## src/rtl/ro_fingerprint_reader.sv

```systemverilog
// Ring-oscillator fingerprint measurement: gates the counter for a fixed window,
// takes the modular count delta, checks it against a pass band, and serves it bytewise.
module ro_fingerprint_reader #(
    parameter int unsigned WINDOW_CYCLES = 1024,
    parameter logic [31:0] MIN_COUNT     = 32'd256,
    parameter logic [31:0] MAX_COUNT     = 32'd768
) (
    input  logic        clk,
    input  logic        rst_n,
    input  logic        start,
    input  logic        rd_next,
    input  logic [31:0] ro_count,
    output logic        ro_enable,
    output logic        busy,
    output logic        done,
    output logic        pass,
    output logic        fail,
    output logic [31:0] result,
    output logic [7:0]  data_out
);

    typedef enum logic [2:0] {IDLE, GATE, SETTLE, SNAP, CMP} state_t;

    localparam logic [15:0] WIN_LAST = 16'(WINDOW_CYCLES - 1);

    state_t      state;
    logic [31:0] start_cnt;
    logic [31:0] delta;
    logic [15:0] win_cnt;
    logic        settle_cnt;
    logic [1:0]  ptr;
    logic        in_band;

    assign in_band  = (delta >= MIN_COUNT) && (delta <= MAX_COUNT);
    assign busy     = (state != IDLE);
    assign data_out = result[{ptr, 3'b000} +: 8];

    always_ff @(posedge clk or negedge rst_n) begin
        if (!rst_n) begin
            state      <= IDLE;
            start_cnt  <= '0;
            delta      <= '0;
            win_cnt    <= '0;
            settle_cnt <= 1'b0;
            ptr        <= '0;
            ro_enable  <= 1'b0;
            done       <= 1'b0;
            pass       <= 1'b0;
            fail       <= 1'b0;
            result     <= '0;
        end else begin
            done <= 1'b0;
            case (state)
                IDLE: begin
                    if (start) begin
                        start_cnt <= ro_count;
                        ro_enable <= 1'b1;
                        win_cnt   <= '0;
                        state     <= GATE;
                    end
                end
                GATE: begin
                    win_cnt <= win_cnt + 16'd1;
                    if (win_cnt == WIN_LAST) begin
                        ro_enable  <= 1'b0;
                        settle_cnt <= 1'b0;
                        state      <= SETTLE;
                    end
                end
                // Two idle cycles let the counter's last in-window increment land.
                SETTLE: begin
                    if (settle_cnt) begin
                        state <= SNAP;
                    end else begin
                        settle_cnt <= 1'b1;
                    end
                end
                SNAP: begin
                    delta <= ro_count - start_cnt;
                    state <= CMP;
                end
                CMP: begin
                    result <= delta;
                    pass   <= in_band;
                    fail   <= ~in_band;
                    done   <= 1'b1;
                    state  <= IDLE;
                end
                default: state <= IDLE;
            endcase

            // A fresh commit always points the readout back at the LSB.
            if (state == CMP) begin
                ptr <= '0;
            end else if (rd_next) begin
                ptr <= ptr + 2'd1;
            end
        end
    end

endmodule

```

## config.mk

```make
export PLATFORM = sky130hd
export DESIGN_NAME = ro_fingerprint_reader
export DESIGN_NICKNAME = d
export VERILOG_FILES = /design/src/rtl/ro_fingerprint_reader.sv
export SDC_FILE = /design/constraint.sdc
export NUM_CORES = 1
export LEC_CHECK = 0
export BUFFER_PORTS_ARGS = -buffer_cell sky130_fd_sc_hd__buf_4
export CAP_MARGIN = 20
export CORE_ASPECT_RATIO = 0.5
export CORE_MARGIN = 8
export CORE_UTILIZATION = 35
export DETAILED_ROUTE_END_ITERATION = 6
export PLACE_DENSITY = 0.51
export SYNTH_ARGS = -nofsm -noshare
export SYNTH_HDL_FRONTEND = slang
export SYNTH_SLANG_ARGS = --single-unit
```

## constraint.sdc

```tcl
create_clock -name clk -period 2.32 [get_ports clk]
set_clock_uncertainty 0.15 [all_clocks]
set_input_delay 0.232 -clock clk [delete_from_list [all_inputs] [get_ports clk]]
set_output_delay 0.232 -clock clk [all_outputs]
set_load 0.05 [all_outputs]
```

-- After elaboration in Yosys (flattened, before gate mapping)
Cells that the tools add are included.
- add/sub/neg operators: 3
- order comparisons: 2
- equal/unequal tests: 8
- shifts and indexed selects: 1
- multiplexer cells: 13
- bitwise gates (word level): 1
- reduce and logical (&&, ||, !) cells: 11
- operators by type and width (kind ; count):
    32-bit by 9-bit greater-or-equal comparator with 1-bit output (second input constant) ; 1
    32-bit by 10-bit <= comparator with 1-bit output (second input constant) ; 1
    16-bit case mux with 2 select lines ; 1
    32-bit by 6-bit indexed part select with 8-bit output ; 1
    32-bit subtractor ; 1
    16-bit by 1-bit adder with 16-bit output (second input constant) ; 1
    16-bit by 10-bit == test with 1-bit output (second input constant) ; 1
    16-bit two-way mux ; 1
    3-bit case mux with 4 select lines ; 1
    3-bit two-way mux ; 3
    3-bit by 2-bit == test with 1-bit output (second input constant) ; 2
    2-bit != test (second input constant) ; 3
    2-bit AND reduction ; 3
    3-bit AND reduction ; 2
    2-bit nonzero test ; 3
    2-bit two-way mux ; 2
    1-bit case mux with 2 select lines ; 2
    3-bit by 1-bit == test with 1-bit output (second input constant) ; 1
    3-bit == test (second input constant) ; 1
    3-bit logical NOT ; 1
    1-bit two-way mux ; 3
    3-bit nonzero test ; 1
    2-bit by 1-bit adder with 2-bit output (second input constant) ; 1
    1-bit logical AND ; 1
    1-bit inverter ; 1
- flip-flop bits (word level): 122
- output and inout port bits: 45
- word-level logic and storage cells: 50

-- Logic depth before layout (Yosys ltp)
Gate-level depths: netlist (run 1).
- word-level depth: 3
- mapped depth: 10
- gate-level depth less buffers: 10

-- Worst setup path after synthesis (run 1)
Ideal clock, no wire load.
- path type: flip-flop to flip-flop
- start point: register start_cnt[0]
- end point: register delta[22]
- setup time: 0.082 ns
- data arrival time: 2.113 ns
- data required time: 2.088 ns
- slack: -0.024 ns
- cell stages (with the launch flop): 10
- path buffers: 0
- clock period less this slack: 2.344 ns
- path through: dfrtp_1 > ha_1 > fa_1 > nor2b_1 > o21ba_1 > o31ai_2 > a21oi_2 > a211oi_1 > or3_1 > a31oi_1
- cells in the longest elaborated chain, start to end: 1
- RTL lines (item ; RTL line ; RTL):
    start: declaration ; 27 ; logic [31:0] start_cnt;
    start signal: assignment ; 56 ; start_cnt <= ro_count;
    32-bit subtractor ; 79 ; delta <= ro_count - start_cnt;
    end signal: assignment ; 79 ;
    end: declaration ; 28 ; logic [31:0] delta;
Every way passes these cells.
A chain may end at the register's enable or synchronous reset.

-- Final worst setup path (run 1)
- start point: register start_cnt[1]
- end point: register delta[27]
The elaborated chain is that of the path after synthesis.

==> results of run 1 <==
[kinds of logic after synthesis]
group / synth area share [%]
DFF: 44.3
buffers and inverters: 4.99
and+or+nand+nor: 15.2
muxes: 8.15
adders and majority gates: 6.10
AOI/OAI and AO/OA: 17.9
xor gates and xnor gates: 3.43
[worst max-delay path, stage by stage, from the launching register on]
cell and delay (ns):
sky130_fd_sc_hd__dfrtp_1 0.37, sky130_fd_sc_hd__inv_2 0.06, sky130_fd_sc_hd__ha_4 0.27, sky130_fd_sc_hd__nand2b_4 0.05, sky130_fd_sc_hd__a211oi_2 0.18, sky130_fd_sc_hd__buf_4 0.18
sky130_fd_sc_hd__o21bai_4 0.07, sky130_fd_sc_hd__a211oi_4 0.31, sky130_fd_sc_hd__o21ai_2 0.15, sky130_fd_sc_hd__a2111o_1 0.41, sky130_fd_sc_hd__o211ai_1 0.11
[registers in the layout, indices dropped and copies added, names as in the netlist]
signal	flops
delta	32
done	1
fail	1
pass	1
ptr	2
result	32
ro_enable	1
settle_cnt	1
start_cnt	32
state	3
win_cnt	16
[layer usage]
| layer | wire length [µm] | global-route usage, % | vias to the layer above |
|---|---|---|---|
| met5 | 0 | 0 | - |
| met4 | 258 | 4.91 | 0 |
| met3 | 486 | 3.07 | 17 |
| met2 | 9340 | 26.5 | 66 |
| met1 | 9220 | 20.5 | 2910 |
| li1 | - | - | 2953 |
[final cells by class]
cell class / instances / area (µm²)
clock buffers: 23 / 488
clock inverters: 7 / 115
fillers: 1825 / 9560
inverters: 42 / 158
multi-input cells: 527 / 4000
flip-flops and latches: 122 / 3050
well taps: 266 / 333
repair buffers: 200 / 1660
[through the flow]
step	power [mW]	setup TNS [ns]	instances	cell area, µm²	hold slack (ns)
6_report	9.36	-0.280	1187	9800	0.0821
3_3_place_gp	5.73	-1.48	1106	8230	-0.00990
4_1_cts	8.85	-0.323	1172	9370	0.0630
2_1_floorplan	4.59	0	728	6910	-0.214
3_5_place_dp	5.76	-2.27	1106	8230	-0.0125
5_1_grt	9.95	-1.49	1187	9800	0.109
[worst max-delay path by stage]
stage / start / endpoint
2_1_floorplan: start_cnt[0] / delta[22]
3_3_place_gp: start_cnt[0] / delta[24]
3_5_place_dp: start_cnt[0] / delta[24]
4_1_cts: start_cnt[1] / delta[27]
5_1_grt: start_cnt[3] / delta[27]
6_report: start_cnt[1] / delta[27]
[layout by cell type (no fill, tap or decap), types with 10 or more instances in the layout]
cell and n:
sky130_fd_sc_hd__mux2_2 32, sky130_fd_sc_hd__a21oi_2 10, sky130_fd_sc_hd__o21ai_1 13, sky130_fd_sc_hd__nand2_1 96, sky130_fd_sc_hd__nand3_1 17, sky130_fd_sc_hd__and3_1 11
sky130_fd_sc_hd__xnor2_1 10, sky130_fd_sc_hd__o21ai_0 77, sky130_fd_sc_hd__xor2_1 14, sky130_fd_sc_hd__dlygate4sd3_1 34, sky130_fd_sc_hd__dfrtp_1 121, sky130_fd_sc_hd__ha_1 16
sky130_fd_sc_hd__ha_4 13, sky130_fd_sc_hd__inv_1 33, sky130_fd_sc_hd__nor2_1 38, sky130_fd_sc_hd__a21oi_1 18, sky130_fd_sc_hd__a21o_1 10, sky130_fd_sc_hd__nand4_1 17
sky130_fd_sc_hd__buf_4 157, sky130_fd_sc_hd__clkbuf_16 17
[repair_timing]
action / 4_1_cts / 5_1_grt
buffers inserted: 3 / 15
gates resized for setup: 34 / 67
pin swaps: 19 / 34
endpoints found under the setup margin: 18 / 26
cloned: 0 / 0
hold endpoints to repair: 155 / 0
hold buffers: 34 / 0
[power by group through the flow]
stage / Sequential (mW) / Clock, mW / Combinational (mW)
2_1_floorplan: 2.50 / 0 / 2.09
3_3_place_gp: 2.59 / 0 / 3.14
3_5_place_dp: 2.60 / 0 / 3.16
4_1_cts: 2.56 / 2.81 / 3.48
5_1_grt: 2.61 / 2.90 / 4.43
6_report: 2.57 / 2.75 / 4.05
[cells in the mapped netlist (all sizes together) (12+ instances only)]
cell    number
nor2        40
nor3        12
a21o        12
mux2        33
xor2        16
a21oi       31
inv         41
nand2      102
ha          32
nand3       18
o21ai       94
nand4       17
buf         15
clkbuf      22
dfrtp      122
==> metrics.txt, run 1 <==
# TYPE chip_impl_metric gauge
chip_impl_metric{name="boundaryPins",unit=""} 81
chip_impl_metric{name="p_leak",unit="nW"} 4.47
chip_impl_metric{name="drt-initial-drc-count",unit=""} 255
chip_impl_metric{name="cap_viol_max_count",unit=""} 0
chip_impl_metric{name="synth_cells",unit=""} 728
chip_impl_metric{name="io_buffers",unit=""} 80
chip_impl_info{name="synth_area_leaders",value="sky130_fd_sc_hd__dfrtp_1 44%, sky130_fd_sc_hd__o21ai_0 6.3%, sky130_fd_sc_hd__ha_1 5.8%"} 1
chip_impl_info{name="critical_path.reg2reg.endpoint",value="delta[27]"} 1
chip_impl_metric{name="drt-wirelength-per-cell",unit="µm"} 16.3
chip_impl_metric{name="dpl.hpwl",unit="mm"} 14.0
chip_impl_metric{name="grt_max_degree",unit=""} 68
chip_impl_metric{name="cp.required",unit="ns"} 2.49
chip_impl_metric{name="setup_viol_count_final",unit=""} 7
chip_impl_metric{name="share_clk_of_total_power",unit="%"} 29.3
chip_impl_metric{name="ant_nets",unit=""} 0
chip_impl_info{name="cp-start-kind",value="register"} 1
chip_impl_metric{name="grt_remaining_overflow",unit=""} 0
chip_impl_metric{name="ys.warnings.count",unit=""} 0
chip_impl_metric{name="dieArea",unit="µm²"} 24700
chip_impl_info{name="hold_start",value="start"} 1
chip_impl_metric{name="gpl.final_weighted_congestion",unit=""} 0.819
chip_impl_metric{name="fin_util",unit="%"} 50.6
chip_impl_metric{name="grt_util_all_layers",unit="%"} 15.8
chip_impl_metric{name="async_s_r_ff_share_synth",unit="%"} 100
chip_impl_metric{name="pwr-share-seq",unit="%"} 27.4
chip_impl_metric{name="ctsLongestPathBuffers",unit=""} 2
chip_impl_metric{name="synth_enable_flop_cells",unit=""} 0
chip_impl_metric{name="final-hold-violation-count",unit=""} 0
chip_impl_metric{name="worst_setup_hold_path_clk_slew",unit="ns"} 0.06
chip_impl_metric{name="die_w",unit="µm"} 215
chip_impl_metric{name="final_slew_violations",unit=""} 0
chip_impl_metric{name="grt_first_pass_wirelength",unit="mm"} 31.9
chip_impl_metric{name="h-tree-depth",unit=""} 4
chip_impl_metric{name="period_share",unit="%"} 104
chip_impl_metric{name="router_iterations_before_antenna_repair",unit=""} 5
chip_impl_info{name="violations_in_the_final_reports",value="setup timing"} 1
chip_impl_info{name="timing_worst_setup_path_type",value="reg -> reg"} 1
chip_impl_metric{name="clock_sink_count",unit=""} 122
chip_impl_info{name="rsz0062_at_grt",value="true"} 1
chip_impl_metric{name="n_antenna_cell",unit=""} 0
chip_impl_metric{name="postLayoutSetupSlackWorst",unit="ns"} -0.0962
chip_impl_metric{name="period_minus_slack",unit="ns"} 2.42
chip_impl_metric{name="intPower",unit="mW"} 6.15
chip_impl_metric{name="hold_depth",unit=""} 5
chip_impl_metric{name="number_of_buffers_added_by_the_clock_tree_synthesis_step",unit=""} 17
chip_impl_info{name="worstSetupEndpointType",value="register"} 1
chip_impl_info{name="status",value="finished with violations"} 1
chip_impl_metric{name="fp.dieH",unit="µm"} 115
chip_impl_metric{name="worst-path-max-fanout",unit=""} 4
chip_impl_metric{name="floorplan.core_area",unit="µm²"} 19400
chip_impl_metric{name="postSynthNetCount",unit=""} 797
chip_impl_metric{name="netlist.area_leader.share",unit="%"} 44.3
chip_impl_metric{name="setup_slack_of_the_worst_register_to_register_path",unit="ns"} -0.1
chip_impl_info{name="clk_root_buffer_cell",value="sky130_fd_sc_hd__clkbuf_16"} 1
chip_impl_info{name="hold_path_class",value="in -> reg"} 1
chip_impl_metric{name="pre_cts_slack",unit="ns"} -0.223
chip_impl_metric{name="vias",unit=""} 5946
chip_impl_metric{name="power.share.switching",unit="%"} 34.3
chip_impl_metric{name="tightest_slew",unit="ns"} 0.518
chip_impl_metric{name="number_of_placement_rows",unit=""} 36
chip_impl_metric{name="synthesis.area_per_instance",unit="µm²"} 9.47
chip_impl_metric{name="synth.cell_area",unit="µm²"} 6900
chip_impl_info{name="synth.largest_area_cell",value="sky130_fd_sc_hd__dfrtp_1"} 1
chip_impl_metric{name="vdd_drop_max",unit="V"} 0.000333
chip_impl_info{name="worst_r2r_startpoint",value="start_cnt[1]"} 1
chip_impl_metric{name="p_switching",unit="mW"} 3.21
chip_impl_metric{name="worst_ep_arrival_time",unit="ns"} 2.58
chip_impl_metric{name="area_growth",unit="%"} 42.2
chip_impl_metric{name="yosysSeqAreaShare",unit="%"} 44.3
chip_impl_info{name="tritoncts_clock_tree",value="done"} 1
chip_impl_metric{name="via_count_of_the_first_global_routing_pass",unit=""} 6083
chip_impl_metric{name="worst_slew_margin_rel",unit="%"} 65.1
chip_impl_metric{name="wirelength",unit="mm"} 19.3
chip_impl_metric{name="power.combinational.fraction",unit="%"} 43.2
chip_impl_metric{name="initial_utilization",unit="%"} 35.6
chip_impl_metric{name="drc",unit=""} 0
chip_impl_metric{name="timing.reg2reg.worst_path_depth",unit=""} 10
chip_impl_metric{name="timing.fmax",unit="GHz"} 0.414
chip_impl_metric{name="synth-seq-cells",unit=""} 122
chip_impl_info{name="dominantRegCellSynth",value="sky130_fd_sc_hd__dfrtp_1"} 1
chip_impl_metric{name="post_synth_num_cell_types",unit=""} 66
chip_impl_metric{name="total_power_density_per_cell_area",unit="nW/µm²"} 955
chip_impl_metric{name="grt_antenna_before_repair",unit=""} 0
chip_impl_metric{name="worstSkewPairLatency",unit="ns"} 0.41
chip_impl_metric{name="post_route_cells_drive_above_1_share",unit="%"} 35.0
chip_impl_info{name="holdPathEnd",value="state[0]"} 1
chip_impl_metric{name="dr_vias_cell",unit=""} 5.01
chip_impl_metric{name="final_nets",unit=""} 979
Power figures use the tool's default switching activity.
==> inputs of run 2 (changes only) <==
--- a/config.mk
+++ b/config.mk
@@ -11,7 +11,7 @@
 export CORE_MARGIN = 8
 export CORE_UTILIZATION = 35
 export DETAILED_ROUTE_END_ITERATION = 6
-export PLACE_DENSITY = 0.51
+export PLACE_DENSITY_LB_ADDON = 0.3
 export SYNTH_ARGS = -nofsm -noshare
 export SYNTH_HDL_FRONTEND = slang
 export SYNTH_SLANG_ARGS = --single-unit
==> run 2 against run 1 <==
Against the previous run: the flow still finishes with violations (setup timing); sequential power about the same; cell count down 1.6%; first-iteration DRC count up 44%; via count down 1.1%; utilization down 2.4 points; routed wire length down 5.4%; global-route usage down 0.65 points; clock power down 3%; highest routed layer unchanged; worst hold slack worse by 0.031 ns.
==> metrics.txt, run 2 (synthesized netlist as in run 1, its figures left out) <==
# TYPE chip_impl_metric gauge
chip_impl_metric{name="grt_remaining_overflow",unit=""} 0
chip_impl_metric{name="clock_sink_count",unit=""} 122
chip_impl_metric{name="period_share",unit="%"} 103
chip_impl_metric{name="final_cell_count_no_fill",unit=""} 1168
chip_impl_metric{name="boundaryPins",unit=""} 81
chip_impl_metric{name="number_of_buffers_added_by_the_clock_tree_synthesis_step",unit=""} 17
chip_impl_metric{name="worst_setup_hold_path_clk_slew",unit="ns"} 0.06
chip_impl_metric{name="fp.dieH",unit="µm"} 115
chip_impl_metric{name="via_count_of_the_first_global_routing_pass",unit=""} 5987
chip_impl_info{name="largest_registers",value="delta: 32 flops, result: 32 flops, start_cnt: 32 flops"} 1
chip_impl_info{name="hold_path_class",value="in -> async"} 1
chip_impl_metric{name="grt_util_all_layers",unit="%"} 15.1
chip_impl_metric{name="final-hold-violation-count",unit=""} 0
chip_impl_metric{name="worstSkewPairLatency",unit="ns"} 0.42
chip_impl_metric{name="drt-initial-drc-count",unit=""} 367
chip_impl_metric{name="fin_util",unit="%"} 48.2
chip_impl_metric{name="dp_cells",unit=""} 1098
chip_impl_info{name="worstSetupEndpointType",value="register"} 1
chip_impl_info{name="timing_worst_setup_path_type",value="reg -> reg"} 1
chip_impl_metric{name="wirelength",unit="mm"} 18.3
chip_impl_metric{name="number_of_placement_rows",unit=""} 36
chip_impl_metric{name="vdd_drop_max",unit="V"} 0.000392
chip_impl_info{name="clk_root_buffer_cell",value="sky130_fd_sc_hd__clkbuf_16"} 1
chip_impl_metric{name="cap_viol_max_count",unit=""} 0
chip_impl_metric{name="drc",unit=""} 0
chip_impl_metric{name="period_minus_slack",unit="ns"} 2.39
chip_impl_metric{name="tightest_slew",unit="ns"} 0.597
chip_impl_metric{name="io_buffers",unit=""} 80
chip_impl_metric{name="drt-wirelength-per-cell",unit="µm"} 15.6
chip_impl_metric{name="worst_slew_margin_rel",unit="%"} 60.2
chip_impl_metric{name="final_slew_violations",unit=""} 0
chip_impl_metric{name="initial_utilization",unit="%"} 35.6
chip_impl_metric{name="ctsLongestPathBuffers",unit=""} 2
chip_impl_metric{name="final_nets",unit=""} 958
chip_impl_metric{name="holdWs",unit="ns"} 0.0515
chip_impl_metric{name="worst_ep_arrival_time",unit="ns"} 2.58
chip_impl_metric{name="timing.fmax",unit="GHz"} 0.418
chip_impl_metric{name="dpl.hpwl",unit="mm"} 13.4
chip_impl_metric{name="n_antenna_cell",unit=""} 0
chip_impl_metric{name="grt_antenna_before_repair",unit=""} 0
chip_impl_metric{name="post-route-cell-area",unit="µm²"} 9340
chip_impl_metric{name="dr_vias_cell",unit=""} 5.03
chip_impl_info{name="status",value="finished with violations"} 1
chip_impl_info{name="violations_in_the_final_reports",value="setup timing"} 1
chip_impl_metric{name="h-tree-depth",unit=""} 4
chip_impl_info{name="cp-start-kind",value="register"} 1
chip_impl_metric{name="gpl.final_weighted_congestion",unit=""} 0.882
chip_impl_metric{name="dieArea",unit="µm²"} 24700
chip_impl_metric{name="worst-path-max-fanout",unit=""} 2
chip_impl_metric{name="cp.required",unit="ns"} 2.51
chip_impl_info{name="tritoncts_clock_tree",value="done"} 1
chip_impl_metric{name="vias",unit=""} 5880
chip_impl_metric{name="postLayoutSetupSlackWorst",unit="ns"} -0.0744
chip_impl_metric{name="setup_viol_count_final",unit=""} 7
chip_impl_metric{name="post_route_cells_drive_above_1_share",unit="%"} 29.6
chip_impl_metric{name="grt_max_degree",unit=""} 110
chip_impl_metric{name="timing.reg2reg.worst_path_depth",unit=""} 9
chip_impl_metric{name="grt_first_pass_wirelength",unit="mm"} 30.7
chip_impl_metric{name="placedInstanceArea",unit="µm²"} 8150
chip_impl_metric{name="floorplan.core_area",unit="µm²"} 19400
chip_impl_info{name="layout_commonest_cell",value="sky130_fd_sc_hd__buf_4"} 1
chip_impl_metric{name="total_power_density_per_cell_area",unit="nW/µm²"} 929
chip_impl_metric{name="p_leak",unit="nW"} 4.31
chip_impl_metric{name="area_growth",unit="%"} 35.4
chip_impl_metric{name="ant_nets",unit=""} 0
chip_impl_info{name="rsz0062_at_grt",value="true"} 1
chip_impl_metric{name="router_iterations_before_antenna_repair",unit=""} 5
chip_impl_metric{name="die_w",unit="µm"} 215
chip_impl_info{name="layout.cells.most_common_list",value="142 x sky130_fd_sc_hd__buf_4, 121 x sky130_fd_sc_hd__dfrtp_1, 98 x sky130_fd_sc_hd__nand2_1, 86 x sky130_fd_sc_hd__o21ai_0, 40 x sky130_fd_sc_hd__nor2_1"} 1
[run 2: final timing paths]
check	to	slack, ns	start
hold / removal	start_cnt[19]	0.05	rst_n
max in group asynchronous	ptr[0]	1.11	rst_n
hold reg to reg	win_cnt[6]	0.35	win_cnt[6]
setup / recovery	delta[22]	-0.07	start_cnt[0]
setup reg to reg	delta[22]	-0.07	start_cnt[0]
min in group clk	state[0]	0.09	start
[run 2: timing repair]
action,CTS,global route
hold endpoints to repair,155,0
resized for setup,17,21
buffers inserted,2,2
pin swaps,12,15
hold buffers,34,0
setup endpoints to repair,14,30
[run 2: metal layers]
layer / track usage [%] / wire length (µm) / share of wire [%]
met2: 25.9 / 8940 / 49
met3: 3.28 / 657 / 3.6
met1: 19.0 / 8370 / 46
met5: 0 / 0 / 0
met4: 5.09 / 297 / 1.6
[run 2: cell type report]
| cell class | count | area (µm²) |
|---|---|---|
| inverter | 42 | 158 |
| sequential | 122 | 3050 |
| fill | 1801 | 10000 |
| clock inverter | 13 | 144 |
| timing repair buffer | 179 | 1470 |
| multi-input combinational | 527 | 3740 |
| clock buffer | 19 | 443 |
| tap | 266 | 333 |
[run 2: report_power, final]
group	internal (mW)	leakage, nW	switching, mW	total (mW)
Sequential	2.39	1.48	0.180	2.57
Combinational	1.62	2.56	1.82	3.44
Clock	1.62	0.276	1.05	2.66
[run 2: critical path: stages (launching register included)]
cell	delay (ns)
sky130_fd_sc_hd__dfrtp_1	0.38
sky130_fd_sc_hd__ha_2	0.19
sky130_fd_sc_hd__fa_2	0.37
sky130_fd_sc_hd__nor2b_4	0.14
sky130_fd_sc_hd__o21ba_4	0.17
sky130_fd_sc_hd__o31ai_4	0.09
sky130_fd_sc_hd__a21oi_2	0.22
sky130_fd_sc_hd__a211oi_2	0.09
sky130_fd_sc_hd__or3_1	0.36
sky130_fd_sc_hd__a31oi_1	0.16
[run 2: metrics by stage]
| step | setup WS, ns | setup TNS, ns | total power, mW |
|---|---|---|---|
| after detailed placement | -0.102 | -1.00 | 5.68 |
| after CTS | -0.0783 | -0.363 | 8.55 |
| final | -0.0744 | -0.235 | 8.67 |
| after floorplan | 0.0140 | 0 | 4.59 |
| after global routing | -0.198 | -2.11 | 9.24 |
| after global placement | -0.0896 | -0.725 | 5.63 |
==> inputs of run 3 (changes only) <==
--- a/config.mk
+++ b/config.mk
@@ -5,13 +5,14 @@
 export SDC_FILE = /design/constraint.sdc
 export NUM_CORES = 1
 export LEC_CHECK = 0
+export ABC_AREA = 1
 export BUFFER_PORTS_ARGS = -buffer_cell sky130_fd_sc_hd__buf_4
 export CAP_MARGIN = 20
 export CORE_ASPECT_RATIO = 0.5
 export CORE_MARGIN = 8
 export CORE_UTILIZATION = 35
 export DETAILED_ROUTE_END_ITERATION = 6
-export PLACE_DENSITY_LB_ADDON = 0.3
+export PLACE_DENSITY = 0.54
 export SYNTH_ARGS = -nofsm -noshare
 export SYNTH_HDL_FRONTEND = slang
 export SYNTH_SLANG_ARGS = --single-unit
==> run 3 against run 2 <==
Against the previous run: the flow now finishes without violations; non-clock buffer count down 53; largest power group unchanged; global-route usage up 1.3 points; die area is 9.8% higher; first-iteration DRC count up 19%; total power grew 15%; sequential cell count stayed put; via count grew 21%; maximum frequency grew 9.6%; critical endpoint is now delta[17]; count of clock-buffer cells in the layout is the same; routed wire length grew 18%; register-to-register slack improved by 0.34 ns.
==> metrics.txt, run 3 <==
# TYPE chip_impl_metric gauge
chip_impl_metric{name="post_synth_num_cell_types",unit=""} 38
chip_impl_metric{name="dp_cells",unit=""} 1475
chip_impl_metric{name="grt_util_all_layers",unit="%"} 16.4
chip_impl_metric{name="ant_nets",unit=""} 0
chip_impl_metric{name="drt-initial-drc-count",unit=""} 437
chip_impl_info{name="worst_path_max_delay_cell",value="sky130_fd_sc_hd__dlygate4sd3_1"} 1
chip_impl_info{name="yosys.cell_count.top_type",value="sky130_fd_sc_hd__nand2_1"} 1
chip_impl_metric{name="met2RoutedLength",unit="mm"} 8.62
chip_impl_info{name="dominantRegCellSynth",value="sky130_fd_sc_hd__dfrtp_1"} 1
chip_impl_info{name="critPathTopFamily",value="simple AND/OR/NAND/NOR gates"} 1
chip_impl_metric{name="timing.reg2reg.worst_path_depth",unit=""} 11
chip_impl_info{name="synth.largest_area_cell",value="sky130_fd_sc_hd__dfrtp_1"} 1
chip_impl_metric{name="cts.repair_timing.setup_buffer_count",unit=""} 0
chip_impl_info{name="timing_worst_setup_path_type",value="in -> reg"} 1
chip_impl_metric{name="ctsLongestPathBuffers",unit=""} 2
chip_impl_metric{name="synthesis.area_per_instance",unit="µm²"} 6.92
chip_impl_metric{name="synth-seq-cells",unit=""} 122
chip_impl_metric{name="cap_viol_max_count",unit=""} 0
chip_impl_info{name="rsz0062_at_grt",value="false"} 1
chip_impl_info{name="tritoncts_clock_tree",value="done"} 1
chip_impl_metric{name="synth.cell_area",unit="µm²"} 7660
chip_impl_metric{name="timing.fmax",unit="GHz"} 0.458
chip_impl_metric{name="dr_vias_cell",unit=""} 4.62
chip_impl_metric{name="ys.warnings.count",unit=""} 0
chip_impl_metric{name="yosysSeqAreaShare",unit="%"} 39.9
chip_impl_metric{name="timing.critical_path.slowest_cell_delay",unit="ns"} 0.54
chip_impl_info{name="worstPathCellList",value="dlygate4sd3_1 > buf_4 > ha_1 > nand2_1 > nor2_1 > nand3_1 > nand3_1 > nand2_1 > nand2_1 > nand2_1 > nand3_1 > o21ai_0"} 1
chip_impl_info{name="top_layer_used",value="met4"} 1
chip_impl_metric{name="fin_util",unit="%"} 44.5
chip_impl_metric{name="boundaryPins",unit=""} 81
chip_impl_metric{name="p_leak",unit="nW"} 5.27
chip_impl_metric{name="grt_max_degree",unit=""} 62
chip_impl_metric{name="grt_remaining_overflow",unit=""} 0
chip_impl_metric{name="wirelength",unit="mm"} 21.5
chip_impl_metric{name="synth_enable_flop_cells",unit=""} 0
chip_impl_info{name="timing.critical_path.mode_cell",value="sky130_fd_sc_hd__nand2_1"} 1
chip_impl_info{name="status",value="finished clean"} 1
chip_impl_metric{name="worst_slew_margin_rel",unit="%"} 53.8
chip_impl_metric{name="final-hold-violation-count",unit=""} 0
chip_impl_metric{name="vdd_drop_max",unit="V"} 0.000528
chip_impl_metric{name="final_slew_violations",unit=""} 0
chip_impl_metric{name="fp.dieH",unit="µm"} 121
chip_impl_info{name="clk_root_buffer_cell",value="sky130_fd_sc_hd__clkbuf_16"} 1
chip_impl_metric{name="via_count_of_the_first_global_routing_pass",unit=""} 6895
chip_impl_metric{name="area_growth",unit="%"} 25.5
chip_impl_metric{name="router_iterations_before_antenna_repair",unit=""} 7
chip_impl_info{name="layout.cells.most_common_list",value="384 x sky130_fd_sc_hd__nand2_1, 202 x sky130_fd_sc_hd__inv_1, 122 x sky130_fd_sc_hd__dfrtp_1, 89 x sky130_fd_sc_hd__buf_4, 67 x sky130_fd_sc_hd__nor2_1"} 1
chip_impl_info{name="setup.worst_path.start",value="ro_count[5]"} 1
chip_impl_metric{name="floorplan.core_area",unit="µm²"} 21600
chip_impl_info{name="layout_commonest_cell",value="sky130_fd_sc_hd__nand2_1"} 1
chip_impl_info{name="synth_area_leaders",value="sky130_fd_sc_hd__dfrtp_1 40%, sky130_fd_sc_hd__nand2_1 19%, sky130_fd_sc_hd__inv_1 10%"} 1
chip_impl_metric{name="holdWs",unit="ns"} 0.124
chip_impl_metric{name="placedInstanceArea",unit="µm²"} 8600
chip_impl_metric{name="number_of_buffers_added_by_the_clock_tree_synthesis_step",unit=""} 17
chip_impl_metric{name="met1Wirelength",unit="mm"} 11.4
chip_impl_metric{name="dieArea",unit="µm²"} 27100
chip_impl_metric{name="async_s_r_ff_share_synth",unit="%"} 100
chip_impl_metric{name="dr_wl_met3",unit="mm"} 1.25
chip_impl_metric{name="synth_cells",unit=""} 1106
chip_impl_metric{name="fillers",unit=""} 2301
chip_impl_metric{name="period_minus_slack",unit="ns"} 2.19
chip_impl_metric{name="worst_setup_hold_path_clk_slew",unit="ns"} 0.06
chip_impl_metric{name="grt_antenna_before_repair",unit=""} 0
chip_impl_metric{name="number_of_placement_rows",unit=""} 38
chip_impl_metric{name="area.sequential",unit="µm²"} 3050
chip_impl_metric{name="grt_first_pass_wirelength",unit="mm"} 35.6
chip_impl_metric{name="n_antenna_cell",unit=""} 0
chip_impl_metric{name="drt-wirelength-per-cell",unit="µm"} 14.0
chip_impl_info{name="largest_registers",value="delta: 32 flops, result: 32 flops, start_cnt: 32 flops"} 1
chip_impl_metric{name="post-route-cell-area",unit="µm²"} 9610
chip_impl_metric{name="multi_input_gate_area",unit="µm²"} 3740
chip_impl_metric{name="clock_sink_count",unit=""} 122
chip_impl_metric{name="post_route_cells_drive_above_1_share",unit="%"} 14.3
chip_impl_info{name="synth.cells.most_frequent",value="387 x sky130_fd_sc_hd__nand2_1, 203 x sky130_fd_sc_hd__inv_1, 122 x sky130_fd_sc_hd__dfrtp_1"} 1
chip_impl_info{name="worstSetupEndpointType",value="register"} 1
chip_impl_info{name="hold_path_class",value="in -> async"} 1
chip_impl_metric{name="worstSkewPairLatency",unit="ns"} 0.42
chip_impl_metric{name="fin_total_pwr",unit="mW"} 9.96
chip_impl_metric{name="tightest_slew",unit="ns"} 0.691
chip_impl_metric{name="die_w",unit="µm"} 225
chip_impl_metric{name="number_of_buffers_and_inverters_on_the_critical_path",unit=""} 2
chip_impl_metric{name="timing.critical_path.depth",unit=""} 12
chip_impl_metric{name="pre_cts_slack",unit="ns"} 0.170
chip_impl_metric{name="postSynthNetCount",unit=""} 1175
chip_impl_metric{name="total_power_density_per_cell_area",unit="nW/µm²"} 1040
chip_impl_metric{name="worst_ep_arrival_time",unit="ns"} 2.32
chip_impl_metric{name="postLayoutSetupSlackWorst",unit="ns"} 0.135
chip_impl_metric{name="netlist.area_leader.share",unit="%"} 39.9
chip_impl_info{name="cp-start-kind",value="primary input"} 1
chip_impl_metric{name="setup_viol_count_final",unit=""} 0
chip_impl_metric{name="final_cell_count_no_fill",unit=""} 1541
chip_impl_metric{name="h-tree-depth",unit=""} 4
chip_impl_metric{name="period_share",unit="%"} 94.2
chip_impl_metric{name="drc",unit=""} 0
chip_impl_metric{name="gpl.final_weighted_congestion",unit=""} 0.902
chip_impl_info{name="worst_r2r_startpoint",value="start_cnt[5]"} 1
chip_impl_metric{name="worst-path-max-fanout",unit=""} 4
chip_impl_metric{name="initial_utilization",unit="%"} 35.5
chip_impl_metric{name="dpl.hpwl",unit="mm"} 16.9
chip_impl_metric{name="cp.required",unit="ns"} 2.45
chip_impl_metric{name="setup-tns-final",unit="ns"} 0
chip_impl_metric{name="final_nets",unit=""} 1298
chip_impl_metric{name="vias",unit=""} 7124
chip_impl_metric{name="io_buffers",unit=""} 80
run 3: cell types whose count changed in the layout (fill, tap and decap cells not counted), moves of 11 or more:
| cell | delta |
|---|---|
| sky130_fd_sc_hd__and3_1 | -11 |
| sky130_fd_sc_hd__buf_4 | -53 |
| sky130_fd_sc_hd__ha_2 | +11 |
| sky130_fd_sc_hd__inv_1 | +165 |
| sky130_fd_sc_hd__mux2_2 | -32 |
| sky130_fd_sc_hd__nand2_1 | +286 |
| sky130_fd_sc_hd__nand3_1 | +32 |
| sky130_fd_sc_hd__nor2_1 | +27 |
| sky130_fd_sc_hd__o21ai_0 | -23 |
| sky130_fd_sc_hd__o21ai_1 | +29 |
| sky130_fd_sc_hd__o21ai_2 | +12 |
| sky130_fd_sc_hd__xor2_1 | -13 |
run 3: area by class of cell:
class | count | share of cell area, %
Clock buffer | 19 | 4.51
Clock inverter | 12 | 1.58
Tap cell | 300 | 3.91
Timing Repair Buffer | 126 | 11.0
Multi-Input combinational cell | 751 | 39.0
Inverter | 211 | 8.27
Sequential cell | 122 | 31.8
run 3: logic make-up (layout without fill, tap and decap cells):
| kind of cell | after synthesis | count (layout) | share of synthesized area [%] |
|---|---|---|---|
| simple gates | 545 | 545 | 29.2 |
| buf+inv | 233 | 368 | 12.3 |
| xor+xnor | 15 | 15 | 1.72 |
| compound gates | 158 | 158 | 11.5 |
| flops | 122 | 122 | 39.9 |
| fa+ha+maj | 33 | 33 | 5.49 |
run 3: routing by layer:
metal	up-vias	track usage [%]
met3	19	3.84
met4	0	4.57
met2	167	23.9
met5	-	0
met1	3255	23.9
li1	3683	-
run 3: report_power, final:
group          internal, mW  switching [mW]
sequential             2.48           0.164
clock                  1.68           0.988
combinational          1.60            3.06
total                  5.75            4.21
run 3: repair_timing:
| action | in CTS | in global routing |
|---|---|---|
| hold buffers | 35 | 0 |
| setup endpoints to repair | 0 | 12 |
| hold endpoints to repair | 133 | 0 |
| resized for setup | 0 | 27 |
run 3: worst paths after layout:
kind	to	slack (ns)
setup / recovery	delta[17]	0.13
hold / removal	settle_cnt	0.12
setup reg to reg	delta[17]	0.27
hold reg to reg	settle_cnt	0.32
max in group asynchronous	result[14]	1.26
min in group clk	settle_cnt	0.32
